<file path="config.mk">
export PLATFORM = sky130hd
export DESIGN_NAME = can_fault_confinement
export DESIGN_NICKNAME = d
export VERILOG_FILES = /design/src/rtl/can_pkg.sv /design/src/rtl/can_busoff_recovery.sv /design/src/rtl/can_fault_confinement.sv
export SDC_FILE = /design/constraint.sdc
export NUM_CORES = 1
export LEC_CHECK = 0
export ABC_AREA = 0
export BUFFER_PORTS_ARGS = -buffer_cell sky130_fd_sc_hd__buf_2
export CORE_ASPECT_RATIO = 0.5
export CORE_MARGIN = 3
export CORE_UTILIZATION = 35
export DETAILED_ROUTE_END_ITERATION = 10
export GPL_TIMING_DRIVEN = 0
export REMOVE_ABC_BUFFERS = 1
export SYNTH_ARGS = -nofsm -noshare
export SYNTH_HDL_FRONTEND = slang
export SYNTH_SLANG_ARGS = --single-unit
</file>
<file path="constraint.sdc">
create_clock -name i_Clock -period 4 [get_ports i_Clock]
set_clock_uncertainty 0.15 [all_clocks]
set_input_delay 0.8 -clock i_Clock [delete_from_list [all_inputs] [get_ports i_Clock]]
set_output_delay 0.8 -clock i_Clock [all_outputs]
set_load 0.01 [all_outputs]
</file>
<file path="src/rtl/can_pkg.sv">
`default_nettype none
// ============================================================================
//  Module      : can_pkg
//  Description : Shared CAN encodings: error states, fault-confinement FSM
//                states, bus levels and frame-field codes for the monitors.
//  Revision    : 1.0 - initial release
// ============================================================================
package can_pkg;

    typedef enum logic [1:0] {
        ERR_ACTIVE  = 2'd0,
        ERR_PASSIVE = 2'd1,
        ERR_BUSOFF  = 2'd2
    } err_state_e;

    typedef enum logic [2:0] {
        ST_IDLE   = 3'd0,
        ST_FLAG   = 3'd1,
        ST_DWAIT  = 3'd2,
        ST_DELIM  = 3'd3,
        ST_BUSOFF = 3'd4
    } fc_state_e;

    localparam logic CAN_RECESSIVE = 1'b1;
    localparam logic CAN_DOMINANT  = 1'b0;

    localparam logic [4:0] FIELD_EOF       = 5'd5;
    localparam logic [4:0] FIELD_SRR       = 5'd8;
    localparam logic [4:0] FIELD_CRC_DELIM = 5'd17;
    localparam logic [4:0] FIELD_ACK_DELIM = 5'd18;

    // TEC never exceeds 256, so bit 8 alone flags bus-off.
    function automatic err_state_e decode_err_state(
        input logic [8:0]  tec,
        input logic [7:0]  rec,
        input logic [31:0] passive_lim
    );
        if (tec[8]) begin
            return ERR_BUSOFF;
        end
        if (({23'd0, tec} >= passive_lim) || ({24'd0, rec} >= passive_lim)) begin
            return ERR_PASSIVE;
        end
        return ERR_ACTIVE;
    endfunction

endpackage
`default_nettype wire

</file>
<file path="src/rtl/can_busoff_recovery.sv">
`default_nettype none
// ============================================================================
//  Module      : can_busoff_recovery
//  Description : Counts 11-recessive-bit sequences while bus-off and pulses
//                o_recover_done when the required number has been seen.
//  Revision    : 1.0 - initial release
// ============================================================================
module can_busoff_recovery
    import can_pkg::*;
#(
    parameter int RECOV_SEQS = 128
) (
    input  logic i_Clock,
    input  logic i_Reset,
    input  logic i_enable,
    input  logic i_sample_point,
    input  logic i_Data,
    output logic o_recover_done
);

    localparam logic [3:0] c_RUN_LAST = 4'd10;
    localparam logic [7:0] c_SEQ_LAST = 8'(RECOV_SEQS - 1);

    logic [3:0] run_q, run_d;
    logic [7:0] seq_q, seq_d;

    always_comb begin
        run_d          = run_q;
        seq_d          = seq_q;
        o_recover_done = 1'b0;
        if (!i_enable) begin
            run_d = 4'd0;
            seq_d = 8'd0;
        end else if (i_sample_point) begin
            if (i_Data == CAN_RECESSIVE) begin
                if (run_q == c_RUN_LAST) begin
                    run_d = 4'd0;
                    if (seq_q == c_SEQ_LAST) begin
                        seq_d          = 8'd0;
                        o_recover_done = 1'b1;
                    end else begin
                        seq_d = seq_q + 8'd1;
                    end
                end else begin
                    run_d = run_q + 4'd1;
                end
            end else begin
                run_d = 4'd0;
            end
        end
    end

    always_ff @(posedge i_Clock) begin
        if (i_Reset) begin
            run_q <= 4'd0;
            seq_q <= 8'd0;
        end else begin
            run_q <= run_d;
            seq_q <= seq_d;
        end
    end

endmodule
`default_nettype wire

</file>
<file path="src/rtl/can_fault_confinement.sv">
`default_nettype none
// ============================================================================
//  Module      : can_fault_confinement
//  Description : CAN TEC/REC bookkeeping, error-state decode and error-frame
//                sequencing (flag, delimiter) with bus-off recovery.
//  Revision    : 1.0 - initial release
// ============================================================================
module can_fault_confinement
    import can_pkg::*;
#(
    parameter int ERR_FLAG_BITS  = 6,
    parameter int ERR_DELIM_BITS = 8,
    parameter int TX_ERR_INC     = 8,
    parameter int PASSIVE_LIM    = 128,
    parameter int REC_RESYNC     = 120,
    parameter int RECOV_SEQS     = 128
) (
    input  logic       i_Clock,
    input  logic       i_Reset,
    input  logic       i_sample_point,
    input  logic       i_Data,
    input  logic       i_tx_mode,
    input  logic       i_form_error,
    input  logic       i_bit_error,
    input  logic       i_stuff_error,
    input  logic       i_crc_error,
    input  logic       i_ack_error,
    input  logic       i_frame_ok,
    output logic [8:0] o_tec,
    output logic [7:0] o_rec,
    output logic [1:0] o_err_state,
    output logic       o_err_frame,
    output logic       o_tx_bit
);

    localparam int c_CNT_MAX = (ERR_FLAG_BITS > ERR_DELIM_BITS) ? ERR_FLAG_BITS : ERR_DELIM_BITS;
    localparam int c_CNT_W   = $clog2(c_CNT_MAX + 1);

    localparam logic [c_CNT_W-1:0] c_FLAG_END  = c_CNT_W'(ERR_FLAG_BITS);
    localparam logic [c_CNT_W-1:0] c_DELIM_END = c_CNT_W'(ERR_DELIM_BITS);
    localparam logic [9:0]         c_TEC_INC   = 10'(TX_ERR_INC);
    localparam logic [7:0]         c_REC_LOAD  = 8'(REC_RESYNC);

    fc_state_e           state_q, state_d;
    err_state_e          err_state_q, err_state_d;
    logic [c_CNT_W-1:0]  cnt_q, cnt_d;
    logic [8:0]          tec_q, tec_d;
    logic [7:0]          rec_q, rec_d;
    logic                flag_passive_q, flag_passive_d;
    logic                err_frame_q, err_frame_d;
    logic                tx_bit_q, tx_bit_d;

    logic                w_err_any;
    logic                w_recover_done;
    logic [c_CNT_W-1:0]  w_cnt_inc;
    logic [9:0]          w_tec_add;
    logic [8:0]          w_tec_err;
    logic [7:0]          w_rec_err;

    assign w_err_any = i_form_error | i_bit_error | i_stuff_error | i_crc_error | i_ack_error;
    assign w_cnt_inc = cnt_q + c_CNT_W'(1);

    // TEC saturates at 256 so that bus-off is always exactly bit 8.
    assign w_tec_add = {1'b0, tec_q} + c_TEC_INC;
    assign w_tec_err = (w_tec_add >= 10'd256) ? 9'd256 : w_tec_add[8:0];
    assign w_rec_err = (rec_q == 8'hFF) ? 8'hFF : rec_q + 8'd1;

    can_busoff_recovery #(
        .RECOV_SEQS (RECOV_SEQS)
    ) u_busoff_recovery (
        .i_Clock        (i_Clock),
        .i_Reset        (i_Reset),
        .i_enable       (state_q == ST_BUSOFF),
        .i_sample_point (i_sample_point),
        .i_Data         (i_Data),
        .o_recover_done (w_recover_done)
    );

    always_comb begin
        state_d        = state_q;
        cnt_d          = cnt_q;
        tec_d          = tec_q;
        rec_d          = rec_q;
        flag_passive_d = flag_passive_q;

        if (i_sample_point) begin
            case (state_q)
                ST_IDLE: begin
                    if (w_err_any) begin
                        if (i_tx_mode) begin
                            tec_d = w_tec_err;
                        end else begin
                            rec_d = w_rec_err;
                        end
                        state_d        = ST_FLAG;
                        cnt_d          = '0;
                        flag_passive_d = (err_state_q != ERR_ACTIVE);
                    end else if (i_frame_ok) begin
                        if (i_tx_mode) begin
                            if (tec_q != 9'd0) begin
                                tec_d = tec_q - 9'd1;
                            end
                        end else if (rec_q > 8'd127) begin
                            rec_d = c_REC_LOAD;
                        end else if (rec_q != 8'd0) begin
                            rec_d = rec_q - 8'd1;
                        end
                    end
                end

                ST_FLAG: begin
                    // Only a transmitter's own bit error on an active flag is counted.
                    if (i_tx_mode && i_bit_error && !flag_passive_q) begin
                        tec_d = w_tec_err;
                    end
                    cnt_d = w_cnt_inc;
                    if (w_cnt_inc == c_FLAG_END) begin
                        state_d = ST_DWAIT;
                    end
                end

                ST_DWAIT: begin
                    if (i_Data == CAN_RECESSIVE) begin
                        state_d = ST_DELIM;
                        cnt_d   = c_CNT_W'(1);
                    end
                end

                ST_DELIM: begin
                    if (i_Data == CAN_RECESSIVE) begin
                        if (w_cnt_inc == c_DELIM_END) begin
                            state_d = ST_IDLE;
                            cnt_d   = '0;
                        end else begin
                            cnt_d = w_cnt_inc;
                        end
                    end else begin
                        if (i_tx_mode) begin
                            tec_d = w_tec_err;
                        end else begin
                            rec_d = w_rec_err;
                        end
                        state_d        = ST_FLAG;
                        cnt_d          = '0;
                        flag_passive_d = (err_state_q != ERR_ACTIVE);
                    end
                end

                ST_BUSOFF: begin
                    if (w_recover_done) begin
                        tec_d   = 9'd0;
                        rec_d   = 8'd0;
                        state_d = ST_IDLE;
                        cnt_d   = '0;
                    end
                end

                default: begin
                    state_d = ST_IDLE;
                    cnt_d   = '0;
                end
            endcase
        end

        // Bus-off preempts any error frame in progress.
        if (tec_d[8]) begin
            state_d = ST_BUSOFF;
            cnt_d   = '0;
        end

        err_frame_d = (state_d == ST_FLAG) || (state_d == ST_DWAIT) || (state_d == ST_DELIM);
        tx_bit_d    = (state_d == ST_FLAG) ? flag_passive_d : CAN_RECESSIVE;
        err_state_d = decode_err_state(tec_d, rec_d, 32'(PASSIVE_LIM));
    end

    always_ff @(posedge i_Clock) begin
        if (i_Reset) begin
            state_q        <= ST_IDLE;
            err_state_q    <= ERR_ACTIVE;
            cnt_q          <= '0;
            tec_q          <= 9'd0;
            rec_q          <= 8'd0;
            flag_passive_q <= 1'b0;
            err_frame_q    <= 1'b0;
            tx_bit_q       <= CAN_RECESSIVE;
        end else begin
            state_q        <= state_d;
            err_state_q    <= err_state_d;
            cnt_q          <= cnt_d;
            tec_q          <= tec_d;
            rec_q          <= rec_d;
            flag_passive_q <= flag_passive_d;
            err_frame_q    <= err_frame_d;
            tx_bit_q       <= tx_bit_d;
        end
    end

    assign o_tec       = tec_q;
    assign o_rec       = rec_q;
    assign o_err_state = err_state_q;
    assign o_err_frame = err_frame_q;
    assign o_tx_bit    = tx_bit_q;

endmodule
`default_nettype wire

</file>
Word-level counts from Yosys, hierarchy flattened. Cells that the tools add are included.

Reduce and logical (&&, ||, !) cells: 15. Bitwise operators: 6. Order comparisons: 4. Multiplexer cells: 56. Add/sub/neg operators: 7. Equality and inequality tests: 15.

Operators with widths (count): 2-to-1 mux 9 bit (10); 2-to-1 mux 8 bit (11); one-hot mux 9 bit (4 select lines) (1); 2-to-1 mux 4 bit (7); 2-to-1 mux 3 bit (8); one-hot mux 8 bit (3 select lines) (1); one-hot mux 4 bit (5 select lines) (1); adder 8 x 1 -> 8 bit, second input constant (2); one-hot mux 3 bit (5 select lines) (1); equality test 3 x 2 -> 1 bit, second input constant (4); 2-to-1 mux 1 bit (11); adder 9 x 4 -> 10 bit, second input constant (1); >= comparator 10 x 9 -> 1 bit, second input constant (1); >= comparator 9 x 8 -> 1 bit, second input constant (1); nonzero test 9 bit (1); subtractor 9 x 1 -> 9 bit, second input constant (1); adder 4 x 1 -> 4 bit, second input constant (2); equality test 4 bit, second input constant (2); equality test 8 x 7 -> 1 bit, second input constant (1); equality test 8 bit, second input constant (1); >= comparator 8 bit, second input constant (1); > comparator 8 x 7 -> 1 bit, second input constant (1); 2-to-1 mux 2 bit (4); nonzero test 8 bit (1); 16 further kinds (28).

Output and inout port bits: 21. Bits of input ports: 11. Register bits: 41. Logic and storage cells: 113.

Longest topological paths before layout. Gate-level depths: netlist (run 1).

Depth in word-level cells: 15. Mapped depth: 8. Mapped depth without buffers: 8.

Cells and area by module. From an unflattened synthesis (run 1), not the netlist that was laid out.

Cells, all modules: 464. Area, all modules: 3425.8 sq um.

Modules (own cells, without submodules): can_fault_confinement (cells an instance 387, instances 1, sequential area each 560.5 sq um, area an instance 2773.9 sq um); can_busoff_recovery (cells an instance 77, instances 1, sequential area each 240.2 sq um, area an instance 651.9 sq um).

Worst setup path after synthesis (run 1). No wires, ideal clock.

Kind: in2reg. Start: input i_form_error. End: register tx_bit_q, in the netlist o_tx_bit. Library setup time: 0.134 ns. Path slack: 1.247 ns. Path buffers: 1. Required time: 3.716 ns. Stages on the path: 7. Data arrival time: 2.469 ns. Cell sequence: or4_4 o21ai_1 a21o_1 buf_2 nor2_1 o21ai_0 or4b_1.

Cells in the longest elaborated chain, start to end: 11. Elaborated cells on any way between the ends: 17. Classes of those cells: eq/ne: 1; mux: 10; bitwise: 5; reduce/logical: 1.

RTL lines: from (decl) (RTL line can_fault_confinement.sv:23) `input logic i_form_error,`; bitwise OR 1 bit (*) (4 in series) (RTL line can_fault_confinement.sv:60) `assign w_err_any = i_form_error | i_bit_error | i_stuff_error | i_crc_error | i_ack_error;`; 2-to-1 mux 3 bit / 2-to-1 mux 9 bit (equally long branches) (RTL line can_fault_confinement.sv:89) `if (w_err_any) begin`; one-hot mux 3 bit (5 select lines) / one-hot mux 9 bit (4 select lines) (equally long branches) (RTL line can_fault_confinement.sv:87) `case (state_q)`; 2-to-1 mux 3 bit / 2-to-1 mux 9 bit (equally long branches) (RTL line can_fault_confinement.sv:86) `if (i_sample_point) begin`; 2-to-1 mux 3 bit (RTL line can_fault_confinement.sv:166) `if (tec_d[8]) begin`; equality test 3 x 1 -> 1 bit (RTL line can_fault_confinement.sv:172) `tx_bit_d = (state_d == ST_FLAG) ? flag_passive_d : CAN_RECESSIVE;`; inverter 1 bit (no line); OR reduction 2 bit (no line); to (signal assigned) (RTL line can_fault_confinement.sv:194) `tx_bit_q <= tx_bit_d;`; to (decl) (RTL line can_fault_confinement.sv:51) `logic tx_bit_q, tx_bit_d;`.

Every way passes the cells marked *; elsewhere a longest branch is shown, timed or not. A chain may end at the register's enable or synchronous reset.

Final worst setup path (run 1).
Start: input i_tx_mode. End: register err_state_q[0], in the netlist o_err_state[0].

Cells in the longest elaborated chain, start to end: 11. Elaborated cells on any way between the ends: 26. Classes of those cells: order compare: 2; mux: 21; reduce/logical: 3.

RTL lines: from (decl) (RTL line can_fault_confinement.sv:22) `input logic i_tx_mode,`; 2-to-1 mux 9 bit, or another cell as far along (RTL line can_fault_confinement.sv:99) `if (i_tx_mode) begin`; 2-to-1 mux 9 bit, or another cell as far along (RTL line can_fault_confinement.sv:98) `end else if (i_frame_ok) begin`; 2-to-1 mux 9 bit, or another cell as far along (RTL line can_fault_confinement.sv:89); one-hot mux 9 bit (4 select lines) / one-hot mux 8 bit (3 select lines) (equally long branches) (RTL line can_fault_confinement.sv:87); 2-to-1 mux 9 bit / 2-to-1 mux 8 bit (equally long branches) (RTL line can_fault_confinement.sv:86); >= comparator 9 x 8 -> 1 bit / >= comparator 8 bit (equally long branches) (RTL line can_pkg.sv:41) `if (({23'd0, tec} >= passive_lim) || ({24'd0, rec} >= passive_lim)) begin`; logical OR 1 bit (RTL line can_pkg.sv:41); 2-to-1 mux 1 bit (2 in series) (RTL line can_pkg.sv:41); 2-to-1 mux 2 bit (RTL line can_pkg.sv:44) `return ERR_ACTIVE;`; 2-to-1 mux 2 bit (*) (RTL line can_pkg.sv:41); to (signal assigned) (RTL line can_fault_confinement.sv:188) `err_state_q <= err_state_d;`; to (decl) (RTL line can_fault_confinement.sv:45) `err_state_e err_state_q, err_state_d;`.

Every way passes the cells marked *; elsewhere a longest branch is shown, timed or not. The select of a mux whose other input is x is not followed.

==> results of run 1 <==
-- metal layers --
metal | share of wire [%] | global-route usage (%) | up-vias
met5 | 0 | 0 | -
met4 | 1.5 | 5.59 | 0
met3 | 6.3 | 3.38 | 14
met2 | 42 | 26.3 | 111
met1 | 50 | 26.1 | 1558
li1 | - | - | 1637
-- cell usage after synthesis, drive strengths merged (3+ instances only) --
| master | instances | area (um^2) |
|---|---|---|
| nor2 | 51 | 199 |
| dfxtp | 40 | 801 |
| nand2 | 34 | 128 |
| o21ai | 32 | 160 |
| a21oi | 30 | 150 |
| inv | 19 | 71.3 |
| nand3 | 19 | 95.1 |
| nor3 | 17 | 85.1 |
| clkbuf | 14 | 123 |
| ha | 13 | 163 |
| a31oi | 11 | 68.8 |
| and3 | 11 | 70.1 |
| buf | 9 | 56.3 |
| nand2b | 9 | 56.3 |
| nand4 | 8 | 50.1 |
| nor2b | 7 | 43.8 |
| nor4 | 7 | 43.8 |
| o31ai | 7 | 52.6 |
| or3 | 7 | 47.5 |
| a311oi | 6 | 52.6 |
| mux2i | 5 | 50.1 |
| a21o | 4 | 30.0 |
| a221oi | 4 | 41.3 |
| nor3b | 4 | 30.0 |
| o31a | 4 | 35.0 |
| xor2 | 4 | 35.0 |
| a2111oi | 3 | 26.3 |
| a211oi | 3 | 22.5 |
| a2bb2oi | 3 | 26.3 |
| a41oi | 3 | 26.3 |
| mux2 | 3 | 33.8 |
| nand3b | 3 | 22.5 |
| o32ai | 3 | 26.3 |
| or4 | 3 | 26.3 |
-- tightest hold or removal path, delay by kind of cell, from the launching register on --
| kind | cells | cell delay [ns] |
|---|---|---|
| flops | 1 | 0.32 |
| compound gates | 2 | 0.13 |
-- state kept, by name (all words and copies together) (netlist names), named ones only --
register and flops:
flag_passive_q 1, state_q 3, cnt_q 4, o_tx_bit 1
u_busoff_recovery.run_q 4, o_tec 5, o_err_frame 1, u_busoff_recovery.seq_q 8
o_err_state 1, o_rec 8
-- how the worst min path moves through the flow --
stage / end / start / cells after the start
4_1_cts: u_busoff_recovery.seq_q[7]$_SDFFE_PP0P_ / u_busoff_recovery.seq_q[7]$_SDFFE_PP0P_ / 2
6_report: u_busoff_recovery.seq_q[7]$_SDFFE_PP0P_ / u_busoff_recovery.seq_q[7]$_SDFFE_PP0P_ / 2
2_1_floorplan: u_busoff_recovery.seq_q[7]$_SDFFE_PP0P_ / u_busoff_recovery.seq_q[7]$_SDFFE_PP0P_ / 2
3_5_place_dp: u_busoff_recovery.seq_q[7]$_SDFFE_PP0P_ / u_busoff_recovery.seq_q[7]$_SDFFE_PP0P_ / 2
5_1_grt: u_busoff_recovery.seq_q[5]$_SDFFE_PP0P_ / u_busoff_recovery.seq_q[5]$_SDFFE_PP0P_ / 2
3_3_place_gp: u_busoff_recovery.seq_q[7]$_SDFFE_PP0P_ / u_busoff_recovery.seq_q[7]$_SDFFE_PP0P_ / 2
-- report_power, final --
part	switching [mW]	internal, mW	total, mW
combinational	0.0891	0.0466	0.136
clock	0.185	0.313	0.498
sequential	0.0113	0.404	0.416
-- cell families (layout without fill, tap and decap cells) --
family                     count (synthesis)  count (layout)  share of synthesized area, %
and+or+nand+nor                          190             190                          30.9
AOI/OAI and AO/OA                        129             129                          26.7
buffers and inverters                     44              60                          8.06
DFF                                       40              40                          25.0
adders and majority gates                 13              13                          5.08
muxes                                      8               8                          2.62
xor gates and xnor gates                   6               6                          1.64
-- stage by stage --
step	power, mW	instance area [um^2]	hold slack, ns	instances
detailed placement	0.557	3320	0.341	550
CTS	1.06	3500	0.352	558
global route	1.09	3500	0.397	558
floorplan	0.509	3020	0.316	407
global placement	0.556	3320	0.331	550
finish	1.05	3500	0.344	558
-- layout make-up --
| type | instances | area, um^2 | area share, % |
|---|---|---|---|
| inverter | 21 | 78.8 | 2.25 |
| sequential | 40 | 801 | 22.9 |
| clock inverter | 2 | 38.8 | 1.11 |
| tap | 112 | 140 | 4.01 |
| multi-input combinational | 346 | 2150 | 61.3 |
| clock buffer | 6 | 139 | 3.97 |
| timing repair buffer | 31 | 155 | 4.43 |
==> impl_metrics.csv, run 1 <==
group,metric,value,unit
floorplanning,core.rowCount,23,
clock_network,cts_tree,"done",
timing,worst_pin_slew,1.20,ns
clock_network,htreeDepth,2,
pwr,p_leak,1.31,nW
routing,wirelength,9.10,mm
setup_path,cp-endpoint,"o_err_state[0]$_SDFF_PP0_",
clock_network,clkLatencyLatePin,0.30,ns
timing,timing.final.crit_period,3.11,ns
setup_path,slowest_stage,"a2111oi_0",
setup_path,reg2reg_depth,7,
timing,setup_tns,0,ns
clock_network,clock_sinks,40,
grt,grt_max_degree,21,
setup_path,crit_path_start_kind,"primary input",
clock_network,hold_buffers,0,
setup_path,worstReg2RegEnd,"o_err_state[0]$_SDFF_PP0_",
logic_synthesis,syn_area,3200,um^2
setup_path,path_depth,6,
hold_path,min_path_type,"flop to flop",
routing,drc_errors,0,
floorplanning,die_width,141,um
placement,pre_cts_ws,0.633,ns
finish,fill_cells,880,
setup_path,r2r_slack,0.98,ns
outcome,status,"complete, no violations",
grt,grt_overflow,0,
timing,timing.slew.headroom,18.2,%
finish,area_growth,9.35,%
clock_network,ctsResizeCount,0,
timing,hold_violations,0,
grt,antenna_found_initial,0,
finish,final_util,41.5,%
finish,diodes,0,
timing,setup_viol,0,
logic_synthesis,synth_edf_count,0,
floorplanning,die_height,73.6,um
placement,port_buffers,31,
timing,fmax,322,MHz
floorplanning,ios,32,
pwr,ir_worst_vdd,0.137,mV
clock_network,cts.clk_slew.worst_paths,0.06,ns
setup_path,critPathMaxStageDelay,1.07,ns
routing,drt-pass1-iter-count,5,
logic_synthesis,async_reset_ff_share,0,%
routing,avgViaCountPerCell,5.95,
routing,wl_per_cell,16.3,um
clock_network,cts_buffer_depth,2,
timing,rsz0062_at_grt,"false",
clock_network,cts_root_buffer,"clkbuf_16",
finish,layout_commonest_cell,"nor2_1",
pwr,pwr_density_cell,300,nW/um^2
setup_path,cp-end-kind,"flop",
setup_path,crit_required,3.99,ns
grt,grt_usage,17.8,%
logic_synthesis,syn_inst,430,
routing,drtAntennaViolNets,0,
finish,nets,469,
logic_synthesis,ys.flop_type,"dfxtp_1",
timing,finalCritPeriodShare,77.7,%
logic_synthesis,syn_area_per_cell,7.44,um^2
logic_synthesis,synthDistinctLibCells,67,
placement,gp_congestion,0.862,
grt,grt_pass1_vias,2893,
flow_run,cap_violations,0,
floorplanning,core,8430,um^2
setup_path,path_class,"primary input to flop",
logic_synthesis,yosysWarnings,0,
finish,layout-drive-gt1-share,12.8,%
floorplanning,die_area,10400,um^2
setup_path,crit_family,"compound AO/OA/AOI/OAI gates",
setup_path,cp_num_buf_inv,1,
setup_path,arrival,3.10,ns
routing,dr.first_iter.drc_count,284,
timing,slew_viol_final,0,
setup_path,cp_max_fo,16,
routing,num_vias,3320,
setup_path,crit_chain,"buf_2 -> nand2_1 -> a2111oi_0 -> a21boi_0 -> o21ai_0 -> a41oi_1",
logic_synthesis,synth_seq_area_share,25.0,%
floorplanning,start_util,37.9,%
timing,worst_slack,0.893,ns
placement,hpwl,6.48,mm
clock_network,cts_made_buffers,5,
finish,final_cell_mix,"nor2_1, dfxtp_1, nand2_1, buf_2, a21oi_1",
logic_synthesis,synth_seq_cells,40,
setup_path,startpoint,"i_tx_mode",
grt,grt_pass1_wl,14.8,mm
clock_network,cts_setup_buffers,0,
Note: power is estimated with default switching activity, not from simulation.
==> run 2, diff against run 1 <==
Settings changed: ABC_AREA 0 to 1.
Clock period 4 ns to 3.25 ns, I/O delays scaled along.
==> run 2 against run 1 <==
Flip-flop and latch count stayed put. Routed wire length is 0.55% lower. Worst hold slack worse by 0.017 ns. Non-clock buffer count stayed put. Area after synthesis is 1.5% higher. Clock-buffer cell count stayed put. Clock power is 5.4% higher. Sequential power is 32% higher. Total power is 42% higher. Synthesized cell count is 23% higher. Global-route usage is 0.42 points lower. Critical path type is now flop to flop. Largest power group is now registers.
==> impl_metrics.csv, run 2 <==
group,metric,value,unit
outcome,status,"complete, no violations",
setup_path,r2r_slack,0.92,ns
logic_synthesis,synthAdderAreaFrac,5.01,%
finish,diodes,0,
logic_synthesis,syn_inst,529,
timing,setup_tns,0,ns
timing,finalCritPeriodShare,71.8,%
finish,final_cell_mix,"nand2_1, nand3_1, nor2_1, inv_1, dfxtp_1",
clock_network,hold_buffers,0,
logic_synthesis,yosysWarnings,0,
timing,timing.slew.headroom,53.7,%
routing,avgViaCountPerCell,5.10,
grt,grt_pass1_wl,14.8,mm
logic_synthesis,async_reset_ff_share,0,%
timing,hold_violations,0,
timing,slew_viol_final,0,
logic_synthesis,synth_commonest_cells,"nand2_1, nand3_1, nor2_1",
logic_synthesis,synthMuxAreaShare,0,%
clock_network,clkLatencyLatePin,0.29,ns
grt,grt_max_degree,18,
routing,drt-pass1-iter-count,5,
placement,placed_cell_area,3480,um^2
logic_synthesis,synth_seq_area_share,24.7,%
finish,final_util,41.0,%
placement,hpwl,6.75,mm
timing,rsz0062_at_grt,"false",
finish,nets,578,
logic_synthesis,synth_top_family_by_area,"simple AND/OR/NAND/NOR gates",
timing,worst_pin_slew,0.692,ns
logic_synthesis,synthXorXnorAreaFrac,2.70,%
routing,wl_per_cell,13.5,um
logic_synthesis,yosysTopAreaCell,"dfxtp_1",
finish,area_growth,11.9,%
routing,drtAntennaViolNets,0,
setup_path,cp_max_fo,11,
routing,num_vias,3428,
clock_network,clock_sinks,40,
clock_network,ctsResizeCount,0,
clock_network,cts_root_buffer,"clkbuf_16",
placement,gp_congestion,0.901,
grt,grt_usage,17.4,%
floorplanning,die_height,74.1,um
setup_path,cp-end-kind,"flop",
floorplanning,die_area,10500,um^2
timing,fmax,429,MHz
floorplanning,ios,32,
clock_network,cts.clk_slew.worst_paths,0.06,ns
logic_synthesis,synth_edf_count,0,
logic_synthesis,synth.most_common_cell,"nand2_1",
setup_path,crit_required,3.26,ns
grt,grt_pass1_vias,3035,
floorplanning,start_util,36.7,%
pwr,ir_worst_vdd,0.179,mV
logic_synthesis,syn_area_per_cell,6.14,um^2
logic_synthesis,synth_seq_cells,40,
routing,wirelength,9.05,mm
timing,timing.final.crit_period,2.33,ns
clock_network,cts_setup_buffers,0,
clock_network,cts_tree,"done",
hold_path,min_path_type,"flop to flop",
pwr,pwr_density_cell,410,nW/um^2
logic_synthesis,synthDistinctLibCells,42,
pwr,p_leak,1.66,nW
clock_network,htreeDepth,2,
logic_synthesis,synth_top_cell_area_share,24.7,%
timing,setup_viol,0,
logic_synthesis,synth-simple-area-share,43.3,%
logic_synthesis,synth-compound-area-share,14.3,%
grt,antenna_found_initial,0,
routing,drc_errors,0,
clock_network,cts_buffer_depth,2,
placement,port_buffers,31,
setup_path,path_class,"flop to flop",
logic_synthesis,syn_area,3250,um^2
grt,grt_overflow,0,
timing,whs,0.326,ns
flow_run,cap_violations,0,
floorplanning,core.rowCount,24,
floorplanning,die_width,142,um
setup_path,arrival,2.35,ns
pwr,power,1.49,mW
setup_path,crit_path_start_kind,"flop",
floorplanning,core,8860,um^2
routing,dr.first_iter.drc_count,276,
logic_synthesis,ys.flop_type,"dfxtp_1",
logic_synthesis,synth_area_leaders,"dfxtp_1, nand2_1, nand3_1",
clock_network,cts_made_buffers,5,
finish,layout_commonest_cell,"nand2_1",
finish,final_area,3630,um^2
finish,layout-drive-gt1-share,14.2,%
run 2: cell types whose count changed after synthesis, moves of 8 or more:
cell,delta
nand3_1,+37
inv_1,+32
nand2_1,+108
a31oi_1,-8
nor3_1,-8
and3_1,-10
inv_2,+15
nand2b_1,-9
run 2: cells by family (layout without fill, tap and decap cells):
kind of cell | after synthesis | count (layout)
and+or+nand+nor | 300 | 300
AOI/OAI and AO/OA | 85 | 85
buffers and inverters | 81 | 107
DFF | 40 | 40
adders and majority gates | 13 | 13
xor gates and xnor gates | 10 | 10
run 2: power by group:
group,switching (mW),internal [mW]
Combinational,0.287,0.129
Sequential,0.0360,0.513
Clock,0.220,0.306
Total,0.543,0.948
run 2: cell type report:
| class | count | area [um^2] |
|---|---|---|
| clock buffers | 6 | 139 |
| inverters | 68 | 255 |
| repair buffers | 31 | 155 |
| fillers | 967 | 5230 |
| well taps | 117 | 146 |
| clock inverters | 2 | 15.0 |
| multi-input cells | 408 | 2120 |
| flip-flops and latches | 40 | 801 |
run 2: critical path, stage by stage, from the launching register on:
cell	delay, ns
dfxtp_1	0.34
inv_1	0.10
ha_1	0.22
inv_1	0.05
nor2_1	0.03
nand2_1	0.08
nor2_1	0.04
nor2_1	0.53
inv_1	0.21
nor2_1	0.13
nand2_1	0.06
nand3_1	0.09
nand3_1	0.06
nand2_1	0.06
a21oi_1	0.06
run 2: path summary, 6_finish.rpt:
path	startpoint	endpoint	cells past startpoint
worst min register to register	cnt_q[3]$_SDFFE_PP0P_	cnt_q[3]$_SDFFE_PP0P_	2
worst min-delay path	cnt_q[3]$_SDFFE_PP0P_	cnt_q[3]$_SDFFE_PP0P_	2
worst max register to register	flop	flop	14
worst max-delay path	flop	flop	14
run 2: metrics by stage:
step | std cells | worst slack [ns]
final | 672 | 0.916
after global routing | 672 | 0.675
after CTS | 672 | 0.914
after detailed placement | 664 | 0.614
after global placement | 664 | 0.620
after floorplan | 516 | 1.18
run 2: per-layer routing:
metal | vias to the layer above | GRT usage, % | part of all wire (%)
met3 | 7 | 4.43 | 6.5
met2 | 99 | 26.4 | 41
met4 | 0 | 3.72 | 0.64
li1 | 1783 | - | -
met5 | - | 0 | 0
met1 | 1539 | 25.0 | 52
==> run 3, diff against run 2 <==
Settings changed: ABC_AREA 1 to 0.
Clock period 3.25 ns to 1.9 ns, I/O delays scaled along.
==> run 3 against run 2 <==
The run now ends with setup timing left. Clock-buffer cell count is the same. Die area decreased by 1.4%. Clock power grew 100%. Final area grew 15%. Final cell count is 12% lower. Critical path depth down 6. First-iteration DRC count shrank 10%. Largest cell class unchanged.
==> impl_metrics.csv, run 3 (synthesized netlist as in run 1, its figures left out) <==
group,metric,value,unit
timing,slew_viol_final,0,
setup_path,crit_path_start_kind,"flop",
outcome,violations,"setup timing",
clock_network,clock_sinks,40,
finish,finalNonFillerCells,592,
clock_network,cts.clk_slew.worst_paths,0.07,ns
outcome,status,"finished with violations",
clock_network,cts_made_buffers,5,
routing,avgViaCountPerCell,5.98,
pwr,pwr_density_cell,545,nW/um^2
timing,fmax,398,MHz
timing,worst_pin_slew,0.658,ns
clock_network,clkLatencyLatePin,0.30,ns
placement,hpwl,6.48,mm
flow_run,cap_violations,0,
floorplanning,die_width,141,um
placement,port_buffers,31,
placement,gp_congestion,0.862,
routing,wl_per_cell,17.0,um
timing,finalCritPeriodShare,132,%
clock_network,htreeDepth,2,
floorplanning,ios,32,
setup_path,cp_max_fo,4,
grt,grt_pass1_wl,16.1,mm
setup_path,r2r_slack,-0.61,ns
routing,drtAntennaViolNets,0,
routing,dr.first_iter.drc_count,248,
finish,nets,503,
setup_path,arrival,2.52,ns
floorplanning,die_height,73.6,um
placement,dp.cells,550,
timing,setup_viol,33,
finish,final_util,49.7,%
pwr,p_leak,1.56,nW
setup_path,crit_chain,"inv_2 -> ha_2 -> nand3b_1 -> or4_4 -> a211o_4 -> a21o_1 -> a221oi_2 -> a41oi_2",
finish,area_growth,31.1,%
timing,whs,0.338,ns
setup_path,critPathMaxStageDelay,0.58,ns
clock_network,cts_tree,"done",
pwr,ir_worst_vdd,0.306,mV
routing,num_vias,3541,
routing,drc_errors,0,
clock_network,cts_root_buffer,"clkbuf_16",
setup_path,path_class,"flop to flop",
floorplanning,core.rowCount,23,
grt,grt_pass1_vias,3183,
timing,worst_slack,-0.613,ns
hold_path,min_path_type,"primary input to flop",
finish,diodes,0,
routing,drt-pass1-iter-count,5,
timing,rsz0062_at_grt,"true",
routing,wirelength,10.1,mm
setup_path,cp_num_buf_inv,1,
floorplanning,start_util,37.9,%
setup_path,crit_required,1.90,ns
floorplanning,die_area,10400,um^2
grt,grt_max_degree,19,
timing,timing.slew.headroom,56.0,%
timing,timing.final.crit_period,2.51,ns
finish,final_cell_mix,"nor2_1, nand2_1, buf_2, a21oi_1, buf_4",
setup_path,slowest_stage,"or4_4",
grt,grt_overflow,0,
finish,layout-drive-gt1-share,34.0,%
finish,layout_commonest_cell,"nor2_1",
grt,antenna_found_initial,0,
floorplanning,core,8430,um^2
setup_path,cp-end-kind,"flop",
setup_path,crit_family,"compound AO/OA/AOI/OAI gates",
clock_network,cts_buffer_depth,2,
timing,hold_violations,0,
grt,grt_usage,19.4,%
## run 3: cell types whose count changed in the layout (fill, tap and decap cells not counted), moves of 9 or more
cell,delta
and3_1,+10
buf_4,+26
dfxtp_1,-21
dfxtp_2,+15
inv_1,-35
inv_2,-13
nand2_1,-111
nand3_1,-40
nor2_1,-9
## run 3: layout make-up
class / instances / area, um^2
flip-flops and latches: 40 / 842
multi-input cells: 346 / 2490
clock buffers: 6 / 139
inverters: 21 / 85.1
well taps: 112 / 140
fillers: 806 / 4240
clock inverters: 2 / 38.8
repair buffers: 65 / 455
## run 3: worst register-to-register path: stages, from the launching register on
cell and delay (ns):
dfxtp_2 0.34, inv_2 0.05, ha_2 0.15, nand3b_1 0.13, or4_4 0.58, a211o_4 0.38
a21o_1 0.17, a221oi_2 0.27, a41oi_2 0.15
## run 3: through the flow
stage / setup TNS (ns) / power, mW / instance area, um^2 / setup slack, ns
final: -12.83 / 2.29 / 4190 / -0.613
after global routing: -15.75 / 2.37 / 4190 / -0.718
after CTS: -10.86 / 2.29 / 4050 / -0.615
after detailed placement: -22.52 / 1.17 / 3320 / -1.05
after global placement: -33.24 / 1.17 / 3320 / -1.59
after floorplan: -9.59 / 1.07 / 3020 / -0.630
## run 3: what timing repair did
item / in CTS / in global routing
setup endpoints to repair: 40 / 33
gates resized for setup: 89 / 28
gates cloned: 0 / 0
hold buffers: 0 / 0
setup buffers: 31 / 7
pin swaps: 26 / 19
## run 3: routing by layer
metal | vias up | global-route usage (%) | share of wire (%) | wire length [um]
met5 | - | 0 | 0 | 0
met4 | 0 | 6.55 | 1.2 | 119
met3 | 10 | 3.51 | 6.5 | 659
met2 | 126 | 30.6 | 46 | 4600
met1 | 1702 | 27.0 | 47 | 4700
li1 | 1703 | - | - | -
## run 3: worst paths after layout
| path | startpoint | endpoint | depth (start not counted) |
|---|---|---|---|
| setup / recovery | u_busoff_recovery.run_q[0]$_SDFFE_PP0P_ | o_err_state[0]$_SDFF_PP0_ | 8 |
| hold / removal | i_Reset | o_rec[7]$_SDFF_PP0_ | 2 |
| setup reg to reg | u_busoff_recovery.run_q[0]$_SDFFE_PP0P_ | o_err_state[0]$_SDFF_PP0_ | 8 |
| hold reg to reg | u_busoff_recovery.seq_q[5]$_SDFFE_PP0P_ | u_busoff_recovery.seq_q[5]$_SDFFE_PP0P_ | 2 |
## run 3: report_power, final
part | internal (mW) | switching, mW | leakage (nW)
sequential | 0.846 | 0.0191 | 0.336
clock | 0.659 | 0.389 | 0.0871
combinational | 0.145 | 0.230 | 1.14
